`src/rtl/audio_post.sv`:
```
// Stereo post-processor: decimates the DAC stream, mixes, boosts, low-pass
// filters and saturates to 16 bits through one shared datapath.
//
// state  | meaning
// IDLE   | wait for sample strobe, capture inputs and config
// MIX    | compute stereo-mixed (and boosted) yl/yr
// FILT_L | left accumulator update on shared adder
// FILT_R | right accumulator update on shared adder
// OUT    | saturate, present sample, pulse aud_valid
module audio_post #(
  parameter int DIV = 598
) (
  input  logic        clk,
  input  logic        _rst,
  input  logic [14:0] ldata,
  input  logic [14:0] rdata,
  input  logic [1:0]  mix,
  input  logic        boost,
  input  logic        flt_en,
  input  logic [3:0]  flt_k,
  input  logic        clip_clr,
  output logic [15:0] aud_l,
  output logic [15:0] aud_r,
  output logic        aud_valid,
  output logic        clip
);

  typedef enum logic [2:0] {IDLE, MIX, FILT_L, FILT_R, OUT} state_t;

  localparam logic [15:0] LAST = 16'(DIV - 1);

  state_t state, state_n;
  logic [15:0] cnt;
  logic strobe;

  logic signed [15:0] xl, xr;
  logic [1:0] mix_s;
  logic boost_s, flt_en_s;
  logic [3:0] flt_k_s;
  logic signed [17:0] yl, yr;
  logic signed [25:0] acc_l, acc_r;

  logic signed [17:0] y_sel;
  logic signed [25:0] acc_sel, acc_nxt, step;
  logic signed [26:0] diff;
  logic [16:0] sat_l, sat_r;

  function automatic logic signed [17:0] mix_calc(input logic signed [17:0] a,
                                                  input logic signed [17:0] b,
                                                  input logic [1:0] m,
                                                  input logic bst);
    logic signed [17:0] r;
    case (m)
      2'd0:    r = a;
      2'd1:    r = a - (a >>> 2) + (b >>> 2);
      2'd2:    r = a - (a >>> 2) - (a >>> 3) + (b >>> 2) + (b >>> 3);
      default: r = (a >>> 1) + (b >>> 1);
    endcase
    return bst ? (r <<< 1) : r;
  endfunction

  // Returns {clamped, value} for the integer part of an accumulator.
  function automatic logic [16:0] sat16(input logic signed [17:0] q);
    if (q > 18'sd32767)
      return {1'b1, 16'h7fff};
    else if (q < -18'sd32768)
      return {1'b1, 16'h8000};
    else
      return {1'b0, q[15:0]};
  endfunction

  assign strobe = (cnt == LAST);

  always_ff @(posedge clk or negedge _rst) begin
    if (!_rst) cnt <= '0;
    else       cnt <= strobe ? 16'd0 : cnt + 16'd1;
  end

  always_ff @(posedge clk or negedge _rst) begin
    if (!_rst) state <= IDLE;
    else       state <= state_n;
  end

  always_comb begin
    state_n = state;
    case (state)
      IDLE:    if (strobe) state_n = MIX;
      MIX:     state_n = FILT_L;
      FILT_L:  state_n = FILT_R;
      FILT_R:  state_n = OUT;
      OUT:     state_n = IDLE;
      default: state_n = IDLE;
    endcase
  end

  // Shared filter adder: right channel only in FILT_R, left otherwise.
  always_comb begin
    y_sel   = (state == FILT_R) ? yr : yl;
    acc_sel = (state == FILT_R) ? acc_r : acc_l;
    diff    = {y_sel[17], y_sel, 8'b0} - {acc_sel[25], acc_sel};
    step    = 26'(diff >>> flt_k_s);
    acc_nxt = flt_en_s ? (acc_sel + step) : {y_sel, 8'b0};
  end

  assign sat_l = sat16(acc_l[25:8]);
  assign sat_r = sat16(acc_r[25:8]);

  always_ff @(posedge clk or negedge _rst) begin
    if (!_rst) begin
      xl        <= '0;
      xr        <= '0;
      mix_s     <= '0;
      boost_s   <= 1'b0;
      flt_en_s  <= 1'b0;
      flt_k_s   <= '0;
      yl        <= '0;
      yr        <= '0;
      acc_l     <= '0;
      acc_r     <= '0;
      aud_l     <= '0;
      aud_r     <= '0;
      aud_valid <= 1'b0;
      clip      <= 1'b0;
    end else begin
      aud_valid <= 1'b0;
      clip      <= clip & ~clip_clr;
      case (state)
        IDLE: if (strobe) begin
          xl       <= {ldata, 1'b0};
          xr       <= {rdata, 1'b0};
          mix_s    <= mix;
          boost_s  <= boost;
          flt_en_s <= flt_en;
          flt_k_s  <= flt_k;
        end
        MIX: begin
          yl <= mix_calc({{2{xl[15]}}, xl}, {{2{xr[15]}}, xr}, mix_s, boost_s);
          yr <= mix_calc({{2{xr[15]}}, xr}, {{2{xl[15]}}, xl}, mix_s, boost_s);
        end
        FILT_L: acc_l <= acc_nxt;
        FILT_R: acc_r <= acc_nxt;
        OUT: begin
          aud_l     <= sat_l[15:0];
          aud_r     <= sat_r[15:0];
          aud_valid <= 1'b1;
          // A new clamp wins over a simultaneous clear.
          clip      <= sat_l[16] | sat_r[16] | (clip & ~clip_clr);
        end
        default: ;
      endcase
    end
  end

endmodule

```
`config.mk`:
```
export PLATFORM = sky130hd
export DESIGN_NAME = audio_post
export DESIGN_NICKNAME = d
export VERILOG_FILES = /design/src/rtl/audio_post.sv
export SDC_FILE = /design/constraint.sdc
export NUM_CORES = 1
export LEC_CHECK = 0
export CORE_MARGIN = 5
export CORE_UTILIZATION = 55
export DETAILED_ROUTE_END_ITERATION = 7
export PLACE_DENSITY = 0.79
export SYNTH_ARGS = -nofsm -noshare
export SYNTH_HDL_FRONTEND = slang
export SYNTH_SLANG_ARGS = --single-unit
export TNS_END_PERCENT = 50
```
`constraint.sdc`:
```
create_clock -name clk -period 11.95 [get_ports clk]
set_clock_uncertainty 0.1 [all_clocks]
set_input_delay 2.9875 -clock clk [delete_from_list [all_inputs] [get_ports clk]]
set_output_delay 2.9875 -clock clk [all_outputs]
set_load 0.005 [all_outputs]
```
* Word level (Yosys, flattened, before mapping)
Index checks and enable logic that the tools add are counted.
Storage, ports and cells: bits in registers 179, bits of input ports 41, output and inout bits 34, word-level logic and storage cells 66
Operators by class: add/sub/neg operators 14, $lt $le $gt $ge 4, eq/ne operators 8, shift-type cells 1, mux-type cells 16, bitwise gates (word level) 4, reduce and logical (&&, ||, !) cells 3
Operators with widths (number):
- 18-bit one-hot mux with 3 select lines | 2
- 17-bit two-way mux | 4
- 18-bit two-way mux | 3
- 26-bit two-way mux | 2
- 17-bit by 14-bit adder with 18-bit output | 2
- 18-bit by 13-bit adder with 18-bit output | 2
- 18-bit by 14-bit adder with 18-bit output | 2
- 18-bit by 16-bit > comparator with 1-bit output (second input constant) | 2
- 18-bit by 16-bit < comparator with 1-bit output (second input constant) | 2
- 17-bit by 13-bit subtractor with 18-bit output | 2
- 16-bit by 14-bit subtractor with 17-bit output | 2
- 27-bit by 4-bit >>> shifter with 26-bit output | 1
- 26-bit by 26-bit subtractor with 27-bit output | 1
- 26-bit adder | 1
- 15-bit by 15-bit adder with 16-bit output | 1
- 16-bit by 1-bit adder with 16-bit output (second input constant) | 1
- 16-bit by 10-bit == test with 1-bit output (second input constant) | 1
- 16-bit two-way mux | 1
- 3-bit one-hot mux with 4 select lines | 1
- 3-bit by 2-bit == test with 1-bit output (second input constant) | 2
- 3-bit by 1-bit == test with 1-bit output (second input constant) | 1
- 3-bit == test (second input constant) | 1
- 3-bit zero test | 1
- 3-bit two-way mux | 1
- 9 further kinds | 11

* Logic depth before layout (Yosys ltp)
depth after elaboration 6, mapped depth 39, mapped depth without buffers 33

* Worst setup path before layout
OpenSTA, ideal clock, no wires.
path type register to register, start point reg state[2], end point reg acc_l[24], setup time 142 ps, arrival 7344 ps, required time 11708 ps, setup slack 4364 ps, stages on the path, launching flop included 38, path buffers 6, clock period less this slack 7586 ps, cell sequence dfrtp_1 -> nand3b_2 -> buf_6 -> inv_2 -> clkbuf_1 -> clkbuf_1 -> clkbuf_1 -> buf_1 -> nand2_1 -> nand2_1 -> inv_1 -> ha_1 -> clkbuf_1 -> nand3b_1 -> mux2i_1 -> nor2_1 -> o211ai_1 -> a21boi_1 -> [2 not listed] -> o21ai_0 -> mux4_2 -> fa_1 -> a21oi_1 -> o21bai_1 -> a21o_1 -> a21oi_1 -> o21bai_1 -> a21o_1 -> a21oi_1 -> nand2_1 -> a31oi_4 -> o21ai_4 -> a2111oi_2 -> nor2_1 -> a21oi_2 -> mux2i_1 -> a31oi_1
On the way: cells in the longest elaborated chain, start to end 6, elaborated cells on any way between the ends 8, those cells by class add/sub: 2; eq/ne: 2; shift: 1; mux: 3
Ends and longest elaborated chain:
- start, declared | RTL line 32 | state_t state, state_n;
- start signal, assigned | RTL line 81 | else state <= state_n;
- 3-bit by 2-bit == test with 1-bit output | RTL line 98, 99
- 26-bit two-way mux / 18-bit two-way mux (equally long branches) | RTL line 99, 98
- 26-bit by 26-bit subtractor with 27-bit output | RTL line 100 | diff = {y_sel[17], y_sel, 8'b0} - {acc_sel[25], acc_sel};
- 27-bit by 4-bit >>> shifter with 26-bit output | RTL line 101 | step = 26'(diff >>> flt_k_s);
- 26-bit adder | RTL line 102 | acc_nxt = flt_en_s ? (acc_sel + step) : {y_sel, 8'b0};
- 26-bit two-way mux | RTL line 102
- end signal, assigned | RTL line 140 | FILT_L: acc_l <= acc_nxt;
- end, declared | RTL line 41 | logic signed [25:0] acc_l, acc_r;
Parallel ways exist; a longest one is shown, timed or not. A chain may end at the register's enable or synchronous reset.

* Final worst setup path
Ends and elaborated chain as after synthesis.

==> impl_metrics.xml <==
<?xml version="1.0" encoding="UTF-8"?>
<metrics>
  <group name="route">
    <metric name="drt_first_pass_iters" unit="">6</metric>
    <metric name="route.vias.total" unit="">18300</metric>
    <metric name="initialDrtViolationCount" unit="">1335</metric>
    <metric name="post_detailed_route_via_to_cell_ratio" unit="">6.07</metric>
    <metric name="route.final.wire_length" unit="um">56500</metric>
    <metric name="wirelength_met1" unit="um">23200</metric>
    <metric name="met3_length" unit="um">3690</metric>
    <metric name="route.antenna.remaining_nets" unit="">0</metric>
    <metric name="drc" unit="">0</metric>
    <metric name="dr_wl_met2" unit="um">27200</metric>
    <metric name="route.top_layer_used" unit="">met4</metric>
    <metric name="routed_wire_length_per_instance" unit="um">18.8</metric>
  </group>
  <group name="cts">
    <metric name="cts_hold_buf" unit="">0</metric>
    <metric name="cts_buffer_depth" unit="">2</metric>
    <metric name="cts_sinks" unit="">179</metric>
    <metric name="clk_transition_reported_paths" unit="ns">0.08</metric>
    <metric name="cts-resized-gates" unit="">0</metric>
    <metric name="cts-buffers-inserted" unit="">17</metric>
    <metric name="clock_tree_from_tritoncts" unit="">done</metric>
    <metric name="cts_htree_levels" unit="">4</metric>
    <metric name="ctsRootBufferMaster" unit="">clkbuf_16</metric>
    <metric name="clk_latency" unit="ns">0.47</metric>
    <metric name="post_cts_buffers" unit="">0</metric>
  </group>
  <group name="die">
    <metric name="placeableCoreArea" unit="sq um">35500</metric>
    <metric name="placement_rows" unit="">69</metric>
    <metric name="dieArea" unit="sq um">39800</metric>
    <metric name="starting_density_of_the_core" unit="">0.556</metric>
    <metric name="chip_width" unit="um">199</metric>
    <metric name="fp.dieH" unit="um">199</metric>
    <metric name="io_pins" unit="">75</metric>
  </group>
  <group name="yosys">
    <metric name="post_synth_instance_area" unit="sq um">19700</metric>
    <metric name="yosysWarnings" unit="">0</metric>
    <metric name="share_of_synthesized_area_occupied_by_flip_flops_and_latches" unit="">0.227</metric>
    <metric name="synthesis.instances" unit="">2549</metric>
    <metric name="ys_types" unit="">106</metric>
    <metric name="syn-mean-instance-area" unit="sq um">7.74</metric>
    <metric name="postSynthRegisterBits" unit="">179</metric>
    <metric name="ys_dominant_reg_cell" unit="">dfrtp_1</metric>
    <metric name="async_flop_share" unit="">1.00</metric>
    <metric name="synthesized_netlist_net_count" unit="">2815</metric>
    <metric name="synth-edff-count" unit="">0</metric>
  </group>
  <group name="pwr">
    <metric name="power.ir.vdd_worst" unit="mV">0.120</metric>
    <metric name="combPwrFrac" unit="">0.450</metric>
    <metric name="p_seq_frac" unit="">0.285</metric>
    <metric name="leakagePower" unit="nW">10.0</metric>
    <metric name="p_total" unit="mW">2.21</metric>
    <metric name="p_sw_frac" unit="">0.397</metric>
    <metric name="intPower" unit="mW">1.33</metric>
    <metric name="power.switching" unit="mW">0.878</metric>
    <metric name="power.share.clock" unit="">0.265</metric>
    <metric name="power.density_cell_area" unit="nW/um^2">104</metric>
  </group>
  <group name="worst_setup_path">
    <metric name="critical_path.max_fanout" unit="">77</metric>
    <metric name="reg2reg_setup_slack" unit="ns">3.75</metric>
    <metric name="worst_endpoint_data_arrival_time" unit="ns">8.42</metric>
    <metric name="cp_slowest_cell" unit="">buf_4</metric>
    <metric name="critPathKind" unit="">reg -&gt; reg</metric>
    <metric name="crit_path_end_kind" unit="">flop</metric>
    <metric name="critical_path.startpoint_type" unit="">flop</metric>
    <metric name="worst_ep_required_time" unit="ns">12.17</metric>
    <metric name="timing.critical_path.mode_cell" unit="">a21oi_1</metric>
    <metric name="cp_slowest_stage_delay" unit="ns">0.67</metric>
  </group>
  <group name="global_routing">
    <metric name="initial_antenna_violation_count" unit="">0</metric>
    <metric name="largest_net_degree_at_the_start_of_global_routing" unit="">111</metric>
    <metric name="vias_in_the_first_global_route" unit="">18100</metric>
    <metric name="grt_pass1_wl" unit="um">92800</metric>
    <metric name="grt_use_total" unit="">0.289</metric>
    <metric name="global_route.overflow_total" unit="">0</metric>
  </group>
  <group name="sta">
    <metric name="rsz0062_at_grt" unit="">false</metric>
    <metric name="period_needed" unit="ns">8.20</metric>
    <metric name="slew_headroom" unit="">0.114</metric>
    <metric name="final-max-slew-violation-count" unit="">0</metric>
    <metric name="fmax" unit="GHz">0.122</metric>
    <metric name="finalHoldViolations" unit="">0</metric>
    <metric name="timing_worst_slew_pin_value" unit="ns">1.33</metric>
    <metric name="tcrit_tclk_final" unit="">0.686</metric>
    <metric name="timing.setup.tns" unit="ns">0</metric>
    <metric name="timing.final.setup_violations" unit="">0</metric>
  </group>
  <group name="flow_run">
    <metric name="max-cap-violations" unit="">0</metric>
  </group>
  <group name="layout">
    <metric name="post_route_cells_drive_above_1_share" unit="">0.0624</metric>
    <metric name="fin_nets" unit="">2803</metric>
    <metric name="insertedDiodeCount" unit="">0</metric>
    <metric name="flow.area_growth_from_synthesis" unit="%">8.00</metric>
  </group>
  <group name="outcome">
    <metric name="outcome" unit="">finished clean</metric>
  </group>
  <group name="place">
    <metric name="dpl.hpwl" unit="um">43800</metric>
    <metric name="buffer_ports.inserted" unit="">74</metric>
    <metric name="gpl.final_weighted_congestion" unit="">0.987</metric>
  </group>
  <group name="hold_path">
    <metric name="hp-class" unit="">reg -&gt; reg</metric>
  </group>
</metrics>
per-layer routing:
layer | up-vias | track usage
met2 | 699 | 0.493
met1 | 8643 | 0.362
li1 | 8784 | -
met4 | 0 | 0.125
met3 | 150 | 0.0492
met5 | - | 0
flip-flops by register name (all words and copies together), names as in the netlist:
name,count
acc_l,26
flt_en_s,1
yr,18
xl,15
cnt,16
aud_valid,1
acc_r,26
yl,18
flt_k_s,4
mix_s,2
clip,1
boost_s,1
state,3
aud_r,16
aud_l,16
xr,15
area by class of cell:
| class | instances | area [sq um] |
|---|---|---|
| clock buffers | 17 | 425 |
| clock inverters | 15 | 168 |
| fillers | 3122 | 14200 |
| inverters | 218 | 818 |
| multi-input cells | 2028 | 14000 |
| flip-flops and latches | 179 | 4480 |
| well taps | 461 | 577 |
| repair buffers | 93 | 885 |
worst max-delay path: cells and delay by family, from the launching register on:
family | cells | cell delay [ns]
buffers and inverters | 2 | 0.76
xor gates and xnor gates | 1 | 0.13
and+or+nand+nor | 6 | 1.50
DFF | 1 | 0.43
adders and majority gates | 2 | 0.65
muxes | 3 | 1.11
AOI/OAI and AO/OA | 15 | 3.27
worst paths after layout:
path	start	endpoint	depth (start not counted)
min	cnt[15]	cnt[15]	1
min in group asynchronous	_rst	aud_valid	1
min reg2reg	cnt[15]	cnt[15]	1
max reg2reg	state[2]	acc_l[24]	29
max in group asynchronous	_rst	flt_k_s[1]	2
max	state[2]	acc_l[24]	29
cells in the final DEF, fill, tap and decap left out, types with 12 or more instances in the layout:
cell type	synthesis	final
o21bai_1	33	33
o211ai_1	21	21
a21oi_1	160	160
mux2_2	43	43
and2_1	18	18
nand2_1	419	418
o21a_1	13	13
and3_1	18	18
fa_1	63	63
xor2_1	45	45
nor2b_1	14	14
a21o_1	34	34
ha_1	162	162
nor2_1	247	247
nand2b_1	12	12
a211oi_1	22	22
dfrtp_1	179	179
a31oi_1	20	20
a21boi_0	20	20
clkdlybuf4s50_1	0	73
nor3_1	36	36
o21ai_0	245	245
nand4_1	13	13
buf_4	0	19
clkbuf_16	0	17
nand3_1	27	27
xnor2_1	72	72
mux2i_1	61	61
inv_1	215	215
kinds of logic (layout without fill, tap and decap cells):
| family | Yosys count | count (layout) | synth area share |
|---|---|---|---|
| AOI/OAI and AO/OA | 691 | 691 | 0.221 |
| xor gates and xnor gates | 117 | 117 | 0.0519 |
| adders and majority gates | 227 | 227 | 0.168 |
| buffers and inverters | 342 | 343 | 0.0661 |
| DFF | 179 | 179 | 0.227 |
| muxes | 117 | 117 | 0.0699 |
| and+or+nand+nor | 876 | 876 | 0.196 |
power groups by stage:
| stage | logic [mW] | clock network [mW] | registers, mW |
|---|---|---|---|
| after detailed placement | 0.970 | 0 | 0.641 |
| after global routing | 1.11 | 0.620 | 0.631 |
| after CTS | 0.982 | 0.598 | 0.629 |
| after global placement | 0.939 | 0 | 0.641 |
| after floorplan | 0.748 | 0 | 0.634 |
| final | 0.996 | 0.586 | 0.630 |
cell usage after synthesis, drive strengths merged, types with 13 or more instances:
cell type,number,share of area
nand2,419,0.080
o21ai,257,0.066
nor2,248,0.047
inv,217,0.041
dfrtp,179,0.23
a21oi,165,0.043
ha,162,0.10
clkbuf,106,0.020
xnor2,72,0.032
fa,63,0.064
mux2i,63,0.033
xor2,45,0.020
mux2,43,0.025
nor3,36,0.0091
a21o,34,0.013
o21bai,34,0.013
nand3,27,0.0068
a211oi,26,0.011
o211ai,23,0.0093
a21boi,22,0.0084
a31oi,22,0.0081
and2,18,0.0057
and3,18,0.0057
buf,18,0.0044
nor2b,14,0.0044
nor4,14,0.0066
o21a,14,0.0054
nand4,13,0.0041
metrics by stage:
stage | util | hold WS (ns) | cells | setup WS (ns) | area [sq um]
after floorplan | - | 0.343 | 2549 | 4.36 | 19700
after global placement | 0.584 | 0.358 | 2979 | 4.19 | 20700
after detailed placement | 0.584 | 0.367 | 2979 | 3.91 | 20700
after CTS | 0.601 | 0.378 | 3011 | 3.89 | 21300
after global routing | 0.601 | 0.403 | 3011 | 3.21 | 21300
final | 0.601 | 0.378 | 3011 | 3.75 | 21300
Note: power is estimated with default switching activity, not from simulation.
